===== src/rtl/dmem_pkg.sv =====
// Shared types and constants for the data-memory port arbiter.
// Holds the access-size encoding, the response context carried across the
// RAM read latency, and the owner tags used to route responses back.
package dmem_pkg;

    typedef enum logic [1:0] {
        SZ_BYTE = 2'b00,
        SZ_HALF = 2'b01,
        SZ_WORD = 2'b10,
        SZ_BAD  = 2'b11
    } mem_size_t;

    localparam logic OWNER_C = 1'b0;
    localparam logic OWNER_G = 1'b1;

    // Everything the response stage needs to know about a granted request
    // once the RAM has produced its data one cycle later.
    typedef struct packed {
        logic      owner;
        logic      we;
        mem_size_t size;
        logic      uns;
        logic [1:0] off;
        logic      err;
    } rsp_ctx_t;

    // A half must sit on an even byte, a word on a word boundary.
    function automatic logic is_misaligned(input mem_size_t size, input logic [1:0] off);
        logic bad;
        bad = 1'b0;
        case (size)
            SZ_HALF: bad = off[0];
            SZ_WORD: bad = (off != 2'b00);
            default: bad = 1'b0;
        endcase
        return bad;
    endfunction

endpackage


===== src/rtl/dmem_lane_align.sv =====
// Byte-lane helper for the 32-bit little-endian RAM data port.
// In store mode it replicates right-aligned write data across the lanes;
// in load mode it pulls the addressed byte/half out of a RAM word and
// sign/zero-extends it. The byte-enable mask is produced in both modes and
// is forced to zero when the access is not enabled, so callers can use it
// directly as "lanes actually touched".
module dmem_lane_align
    import dmem_pkg::*;
(
    input  logic        load,
    input  logic        enable,
    input  mem_size_t   size,
    input  logic [1:0]  off,
    input  logic        uns,
    input  logic [31:0] data_in,
    output logic [3:0]  be,
    output logic [31:0] data_out
);

    logic [3:0]  mask;
    logic [31:0] store_data;
    logic [31:0] load_data;
    logic [15:0] shifted;

    // Lane mask, replicated store data and extended load data for the given size/offset.
    always_comb begin
        mask       = 4'b0000;
        store_data = data_in;
        load_data  = '0;
        shifted    = 16'(data_in >> {off, 3'b000});
        case (size)
            SZ_BYTE: begin
                mask       = 4'b0001 << off;
                store_data = {4{data_in[7:0]}};
                load_data  = {{24{~uns & shifted[7]}}, shifted[7:0]};
            end
            SZ_HALF: begin
                mask       = 4'b0011 << off;
                store_data = {2{data_in[15:0]}};
                load_data  = {{16{~uns & shifted[15]}}, shifted[15:0]};
            end
            SZ_WORD: begin
                mask       = 4'b1111;
                store_data = data_in;
                load_data  = data_in;
            end
            default: begin
                mask       = 4'b0000;
                store_data = data_in;
                load_data  = '0;
            end
        endcase
        be       = enable ? mask : 4'b0000;
        data_out = load ? load_data : store_data;
    end

endmodule


===== src/rtl/dmem_port_arbiter.sv =====
// Shares the RAM data port between the CPU load/store unit (port C) and the
// debug/program-loader (port G). C normally wins; G is forced through after
// STARVE_MAX consecutive refused cycles. Requests are decoded into word
// address, byte enables and lane-replicated data, and the 1-cycle RAM read
// latency is tracked so the extended load result goes back to its issuer.
module dmem_port_arbiter
    import dmem_pkg::*;
#(
    parameter int ADDR_WIDTH = 15,
    parameter int STARVE_MAX = 8
) (
    input  logic                  clk,
    input  logic                  reset,

    input  logic                  c_valid,
    output logic                  c_ready,
    input  logic [31:0]           c_addr,
    input  logic                  c_we,
    input  logic [1:0]            c_size,
    input  logic                  c_unsigned,
    input  logic [31:0]           c_wdata,
    output logic                  c_rsp_valid,
    output logic [31:0]           c_rdata,
    output logic                  c_err,

    input  logic                  g_valid,
    output logic                  g_ready,
    input  logic [31:0]           g_addr,
    input  logic                  g_we,
    input  logic [1:0]            g_size,
    input  logic                  g_unsigned,
    input  logic [31:0]           g_wdata,
    output logic                  g_rsp_valid,
    output logic [31:0]           g_rdata,
    output logic                  g_err,

    output logic [ADDR_WIDTH-1:0] ram_addr,
    output logic                  ram_we,
    output logic [3:0]            ram_be,
    output logic [31:0]           ram_wdata,
    input  logic [31:0]           ram_rdata
);

    logic [7:0]            starve_cnt;
    logic                  force_g;
    logic                  grant_c;
    logic                  grant_g;
    logic                  granted;

    logic [31:0]           sel_addr;
    logic                  sel_we;
    mem_size_t             sel_size;
    logic                  sel_uns;
    logic [31:0]           sel_wdata;
    logic [1:0]            sel_off;
    logic                  sel_err;
    logic [ADDR_WIDTH-1:0] word_addr;

    logic                  store_en;
    logic [3:0]            store_be;
    logic [31:0]           store_data;

    logic [ADDR_WIDTH-1:0] held_addr;
    logic [31:0]           held_wdata;

    rsp_ctx_t              new_ctx;
    rsp_ctx_t              ctx;
    logic                  rsp_pending;
    logic                  rsp_live;
    logic                  load_en;
    logic [3:0]            load_be;
    logic [31:0]           load_data;

    // Per-cycle grant: a starved G wins, otherwise C first, then G; nothing while in reset.
    always_comb begin
        force_g = (starve_cnt == 8'(STARVE_MAX));
        grant_g = !reset && g_valid && (force_g || !c_valid);
        grant_c = !reset && c_valid && !grant_g;
        granted = grant_c || grant_g;
    end

    assign c_ready = grant_c;
    assign g_ready = grant_g;

    // Count consecutive cycles G waited without service; any service or withdrawal restarts it.
    always_ff @(posedge clk) begin
        if (reset) begin
            starve_cnt <= 8'd0;
        end else if (!g_valid || grant_g) begin
            starve_cnt <= 8'd0;
        end else if (starve_cnt != 8'(STARVE_MAX)) begin
            starve_cnt <= starve_cnt + 8'd1;
        end
    end

    // Pick the granted request and classify it; C's fields are the idle default.
    always_comb begin
        sel_addr  = grant_g ? g_addr     : c_addr;
        sel_we    = grant_g ? g_we       : c_we;
        sel_size  = mem_size_t'(grant_g ? g_size : c_size);
        sel_uns   = grant_g ? g_unsigned : c_unsigned;
        sel_wdata = grant_g ? g_wdata    : c_wdata;
        sel_off   = sel_addr[1:0];
        word_addr = sel_addr[ADDR_WIDTH+1:2];
        sel_err   = (sel_size == SZ_BAD)
                 || is_misaligned(sel_size, sel_off)
                 || (|sel_addr[31:ADDR_WIDTH+2]);
        store_en  = granted && sel_we && !sel_err;
    end

    dmem_lane_align u_store_align (
        .load     (1'b0),
        .enable   (store_en),
        .size     (sel_size),
        .off      (sel_off),
        .uns      (sel_uns),
        .data_in  (sel_wdata),
        .be       (store_be),
        .data_out (store_data)
    );

    // Remember the last presented address/data so the RAM port stays quiet on idle cycles.
    always_ff @(posedge clk) begin
        if (reset) begin
            held_addr  <= '0;
            held_wdata <= '0;
        end else if (granted) begin
            held_addr  <= word_addr;
            held_wdata <= store_data;
        end
    end

    assign ram_addr  = granted ? word_addr  : held_addr;
    assign ram_wdata = granted ? store_data : held_wdata;
    assign ram_we    = store_en;
    assign ram_be    = store_be;

    // Bundle what the response stage needs about the request granted this cycle.
    always_comb begin
        new_ctx       = '0;
        new_ctx.owner = grant_g ? OWNER_G : OWNER_C;
        new_ctx.we    = sel_we;
        new_ctx.size  = sel_size;
        new_ctx.uns   = sel_uns;
        new_ctx.off   = sel_off;
        new_ctx.err   = sel_err;
    end

    // Carry the request context across the RAM's one-cycle read latency.
    always_ff @(posedge clk) begin
        if (reset) begin
            rsp_pending <= 1'b0;
            ctx         <= '0;
        end else begin
            rsp_pending <= granted;
            if (granted) begin
                ctx <= new_ctx;
            end
        end
    end

    assign rsp_live = rsp_pending && !reset;
    assign load_en  = rsp_live && !ctx.we && !ctx.err;

    dmem_lane_align u_load_align (
        .load     (1'b1),
        .enable   (load_en),
        .size     (ctx.size),
        .off      (ctx.off),
        .uns      (ctx.uns),
        .data_in  (ram_rdata),
        .be       (load_be),
        .data_out (load_data)
    );

    // Route the response to its owner only; stores and errors return zero data.
    always_comb begin
        c_rsp_valid = 1'b0;
        c_err       = 1'b0;
        c_rdata     = '0;
        g_rsp_valid = 1'b0;
        g_err       = 1'b0;
        g_rdata     = '0;
        if (rsp_live) begin
            if (ctx.owner == OWNER_C) begin
                c_rsp_valid = 1'b1;
                c_err       = ctx.err;
                c_rdata     = (|load_be) ? load_data : 32'd0;
            end else begin
                g_rsp_valid = 1'b1;
                g_err       = ctx.err;
                g_rdata     = (|load_be) ? load_data : 32'd0;
            end
        end
    end

endmodule


===== config.mk =====
export PLATFORM = sky130hd
export DESIGN_NAME = dmem_port_arbiter
export DESIGN_NICKNAME = d
export VERILOG_FILES = /design/src/rtl/dmem_pkg.sv /design/src/rtl/dmem_lane_align.sv /design/src/rtl/dmem_port_arbiter.sv
export SDC_FILE = /design/constraint.sdc
export NUM_CORES = 1
export LEC_CHECK = 0
export CORE_UTILIZATION = 30
export CTS_BUF_LIST = sky130_fd_sc_hd__clkbuf_4 sky130_fd_sc_hd__clkbuf_8
export DETAILED_ROUTE_END_ITERATION = 6
export MAX_ROUTING_LAYER = met4
export SYNTH_ARGS = -nofsm -noshare
export SYNTH_HDL_FRONTEND = slang
export SYNTH_HIERARCHICAL = 1
export SYNTH_SLANG_ARGS = --single-unit

===== constraint.sdc =====
create_clock -name clk -period 5.1 [get_ports clk]
set_input_delay 1.02 -clock clk [delete_from_list [all_inputs] [get_ports clk]]
set_output_delay 1.02 -clock clk [all_outputs]
set_load 0.02 [all_outputs]

== Word level (Yosys, flattened, before mapping) ==
Cells that the tools add are included.

* Eq/ne operators: 7
* Multiplexer cells: 28
* Bitwise operators: 3
* Shift-type cells: 5
* Reductions and logical operators: 27
* $add $sub $neg: 1

{| class="wikitable"
|+ Operators by type and width
! cell !! count
|-
| 32-bit 2-to-1 mux || 8
|-
| 32-bit case mux with 3 select lines || 1
|-
| 32-bit case mux with 2 select lines || 1
|-
| 32-bit by 5-bit right shift with 16-bit output || 1
|-
| 4-bit case mux with 3 select lines || 2
|-
| 15-bit 2-to-1 mux || 1
|-
| 15-bit OR reduction || 1
|-
| 1-bit 2-to-1 mux || 11
|-
| 1-bit logical AND || 9
|-
| 8-bit by 1-bit adder with 8-bit output (second input constant) || 1
|-
| 8-bit by 4-bit equality test with 1-bit output (second input constant) || 1
|-
| 4-bit 2-to-1 mux || 2
|-
| 8-bit by 4-bit != test with 1-bit output (second input constant) || 1
|-
| 1-bit by 2-bit << shifter with 4-bit output (first input constant) || 2
|-
| 2-bit by 2-bit << shifter with 4-bit output (first input constant) || 2
|-
| 1-bit zero test || 7
|-
| 2-bit equality test (second input constant) || 3
|-
| 1-bit logical OR || 5
|-
| 2-bit by 1-bit equality test with 1-bit output (second input constant) || 2
|-
| 2-bit zero test || 2
|-
| 4-bit OR reduction || 1
|-
| 1-bit bitwise AND || 2
|-
| 2-bit 2-to-1 mux || 1
|-
| 1-bit case mux with 2 select lines || 1
|-
| 3 further kinds || 3
|}

* Flip-flop bits (word level): 64
* Input port bits: 172
* Word-level logic and storage cells: 81
* Output and inout port bits: 122

== Logic depth before layout (Yosys ltp) ==
* Depth after elaboration: 11
* Gate-level depth with buffers: 17
* Mapped depth without buffers: 15

== Hierarchy ==
Netlist, hierarchy kept.

{| class="wikitable"
|+ By module, submodules not included
! module !! area an instance (um2) !! times used !! sequential area each (um2) !! cells each
|-
| dmem_port_arbiter || 3834.9 || 1 || 1281.2 || 489
|-
| dmem_lane_align || 1163.6 || 2 || 0.0 || 159
|}

== Worst setup path after synthesis ==
Ideal clock, no wire load.

* Path kind: input to output
* Start: input c_valid
* End: output ram_be[1]
* Path slack: 0.296 ns
* Stages on the path: 12
* Buffers on the path: 1
* Data arrival time: 3.784 ns
* Required time: 4.080 ns
* Cell sequence: a21bo_2 nand2_2 buf_6 mux2i_1 inv_1 ha_1 nor4_1 nand4_1 mux2_1 nor4_2 nand2_1 a21oi_1

{| class="wikitable"
|+ RTL lines
! element !! line !! text
|-
| start: declaration || dmem_port_arbiter.sv:15 || <nowiki>input logic c_valid,</nowiki>
|-
| end: declaration || dmem_port_arbiter.sv:39 || <nowiki>output logic [3:0] ram_be,</nowiki>
|}

==> results.md <==
* Pin count of the biggest net entering global routing at 61
* Hold Slack at ~0.45 ns
* GPL Wtd Cong at ~0.9
* Peak VDD IR at about 0.00011 V
* CTS H-Tree Depth at 3
* HP Class: register to register
* Ys Warns at 6
* Max incr delay on CP at between 0.6 and 0.7 ns
* Cts hold-fix bufs at 0
* Port Buffers at approximately 300
* CTS tree: yes
* Synth-to-Final Area Change at 58.40%
* Final count of pins violating max slew at 0
* Min Tclk post-route at roughly 4.9 ns
* Overall Power at 1.920 mW
* Achievable frequency at approximately 200 MHz
* Placed Cells at 1348
* Clock Skews at roughly 0.012 ns
* Final setup violation count at 0
* # clock sinks at 64
* Fin crit share at 96.95%
* Largest cells by area after synthesis: dfxtp_1 (21%), and2_1 (6.9%), nand2_1 (6.9%), mux2i_1 (6.8%), mux2_1 (6.4%)
* Most area-hungry cell type in the Yosys netlist: dfxtp_1
* Relative slew margins at about a tenth
* Most common cell after layout, fill and taps aside: clkdlybuf4s50_1
* Worst setup path startpoint: c_valid
* Initial antenna violation count at 1
* Initial drt markers at 519
* CP Capture Point: ram_wdata[26]
* DIE AREA at roughly 21000 µm²
* Remaining global-route overflow at 0
* Post-synth top flop: dfxtp_1
* EDFF count, synth at 0
* Pre-CTS setup slack at -0.2933 ns
* Most frequent cells in the layout: clkdlybuf4s50_1 (279), nand2_1 (113), and2_1 (68), a21oi_1 (66), dfxtp_1 (64)
* CTS clk-pin slew, worst paths at roughly 0.070 ns
* Critical-path cell list: clkdlybuf4s50_1, a21bo_2, nand2_4, mux2i_1, inv_1, buf_4, nor2_1, buf_12, a22oi_1, o221ai_1, nand2_1, nand2_1, clkdlybuf4s50_1
* HPWL after detailed placement at around 19000 µm
* Routed vias at 7242
* Power Density at between 150 and 200 nW/µm²
* FILL cells at between 2k and 2.5k
* Final hold viol count at 0
* Max-cap violation count at 0
* Status: completed
* Part of the Yosys area used for sequential elements at a little over 20%
* First-pass GRT wire length at between 30000 and 40000 µm
* Ys async rst share at 0%
* CTS max path bufs at 2
* CP startpoint kind: input pin
* Top cell type's share of synthesized area at about a fifth
* Clock Latency Late Sink at 0.37 ns
* Worst Path Max Fanout at 27
* First-pass DRT Iterations at 7
* Drt drc at 0
* Static leakage at around 4 nW
* Final WS setup at 0.1553 ns
* Yosys cell types at between 50 and 60
* FF-to-FF End: held_wdata[24]
* CP endpoint kind: primary output
* R2R Path Start: starve_cnt[0]
* WP data arrival at just under 4 ns
* Final std cells w/o fill at roughly 1.4k
* WS Path Type: input pin to primary output
* GR Util All Layers at a little under a quarter
* Slowest-stage cell, CP: clkdlybuf4s50_1
* Setup TNS at 0 ns
* Flop2flop setup slack at approximately 2.3 ns
* Vias per cell at between 5 and 6
* Post-DRT Antenna Nets at 0
* Core Rows at 52
* Least-Margin Pin Slew at around 1.3 ns
* Layout Nets at about 1.3k
* Num CTS Buffers at 9
* Vias in the first global route at between 6k and 7k
* CP required at 4.08 ns
* Cells on worst reg2reg path at 14
* Core Util, Final at 48.39%
* RSZ-0062 raised after global routing: yes
* Total I/O pin count at between 200 and 300
* Core Region at slightly above 20000 µm²
* Root buf cell: clkbuf_8
* Mapped cell area at 6162 µm²
* Hold_sp: ctx[6]
* Wirelength per Cell at 17.86 µm
* Layout cell share with drive strength beyond 1 at a little under a tenth
* Final instance area at about 9800 µm²
* Post-Route WL at approximately 24000 µm
* Starting Density at a little under a third
* Post CTS Setup Buffer Count at 0
* DP Area at ~9500 µm²
* Yosys reg bits at 64
* Die Span Y at around 150 µm
* Cells after Synth at a little over 800
* Syn_area_per_cell at about 7.6 µm²
* Die X at between 100 and 150 µm
==> cell usage after synthesis, drive strengths merged, types with 3 or more instances <==
cell	count
ha	5
clkbuf	51
and2	68
nand3	8
a211oi	15
o21ai	12
nor2	47
inv	19
nand2	114
a32o	14
o221ai	30
a22oi	46
mux2i	42
a221o	16
buf	18
and3	3
a211o	4
nand3b	3
nor2b	14
o21a	4
a21oi	66
o2bb2ai	14
xor2	5
nand2b	8
nor3	15
mux2	62
nor4	10
dfxtp	64
nand4	6
==> final cells by class <==
cell class / instances / area, µm² / area share (%)
diodes: 1 / 2.502 / 0.02564
clock buffers: 9 / 123.9 / 1.269
clock inverters: 7 / 127.6 / 1.308
inverters: 19 / 71.32 / 0.7307
multi-input cells: 661 / 4547 / 46.58
flip-flops and latches: 64 / 1281 / 13.13
well taps: 270 / 337.8 / 3.461
repair buffers: 334 / 3269 / 33.50
==> state kept, by name, indices dropped and copies added, names as in the netlist <==
register and count:
rsp_pending 1, starve_cnt 8, ctx 8, held_wdata 32
held_addr 15
==> metal layers <==
layer | global-route usage (%) | wire length (µm) | part of all wire (%)
met1 | 28.54 | 10330 | 42
met2 | 39.28 | 11930 | 49
met3 | 5.755 | 1757 | 7.2
met4 | 5.316 | 366 | 1.5
met5 | - | 0 | 0
==> report_power, final <==
part | internal, mW | switching, mW | total [mW]
Sequential | 0.531 | 0.0169 | 0.548
Clock | 0.332 | 0.244 | 0.576
Combinational | 0.390 | 0.407 | 0.797
==> worst min path at each step <==
| stage | endpoint | slack (ns) | depth (start not counted) |
|---|---|---|---|
| detailed placement | ctx[6] | 0.45 | 2 |
| global placement | ctx[6] | 0.45 | 2 |
| finish | ctx[6] | 0.45 | 2 |
| global route | ctx[6] | 0.48 | 2 |
| floorplan | ctx[6] | 0.43 | 2 |
| CTS | ctx[6] | 0.46 | 2 |
==> worst max-delay path: cells and delay by family <==
| kind | cells | cell delay [ns] |
|---|---|---|
| AND/OR/NAND/NOR | 4 | 0.51 |
| AO/OA/AOI/OAI | 3 | 0.51 |
| multiplexers | 1 | 0.24 |
| buffers and inverters | 5 | 1.62 |
==> kinds of logic after synthesis <==
group | count (synthesis) | synth area share (%)
DFF | 64 | 20.79
and+or+nand+nor | 307 | 24.83
buffers and inverters | 88 | 6.558
adders and majority gates | 5 | 1.015
other | 2 | 0.1219
muxes | 104 | 18.46
xor gates and xnor gates | 6 | 0.8528
AOI/OAI and AO/OA | 231 | 27.37
==> what timing repair did <==
action | CTS | global route
gates cloned | 0 | 0
endpoints found under the setup margin | 5 | 16
pin swaps | 0 | 1
gates resized for setup | 9 | 25
No activity file was read; power rests on OpenSTA's default activity.
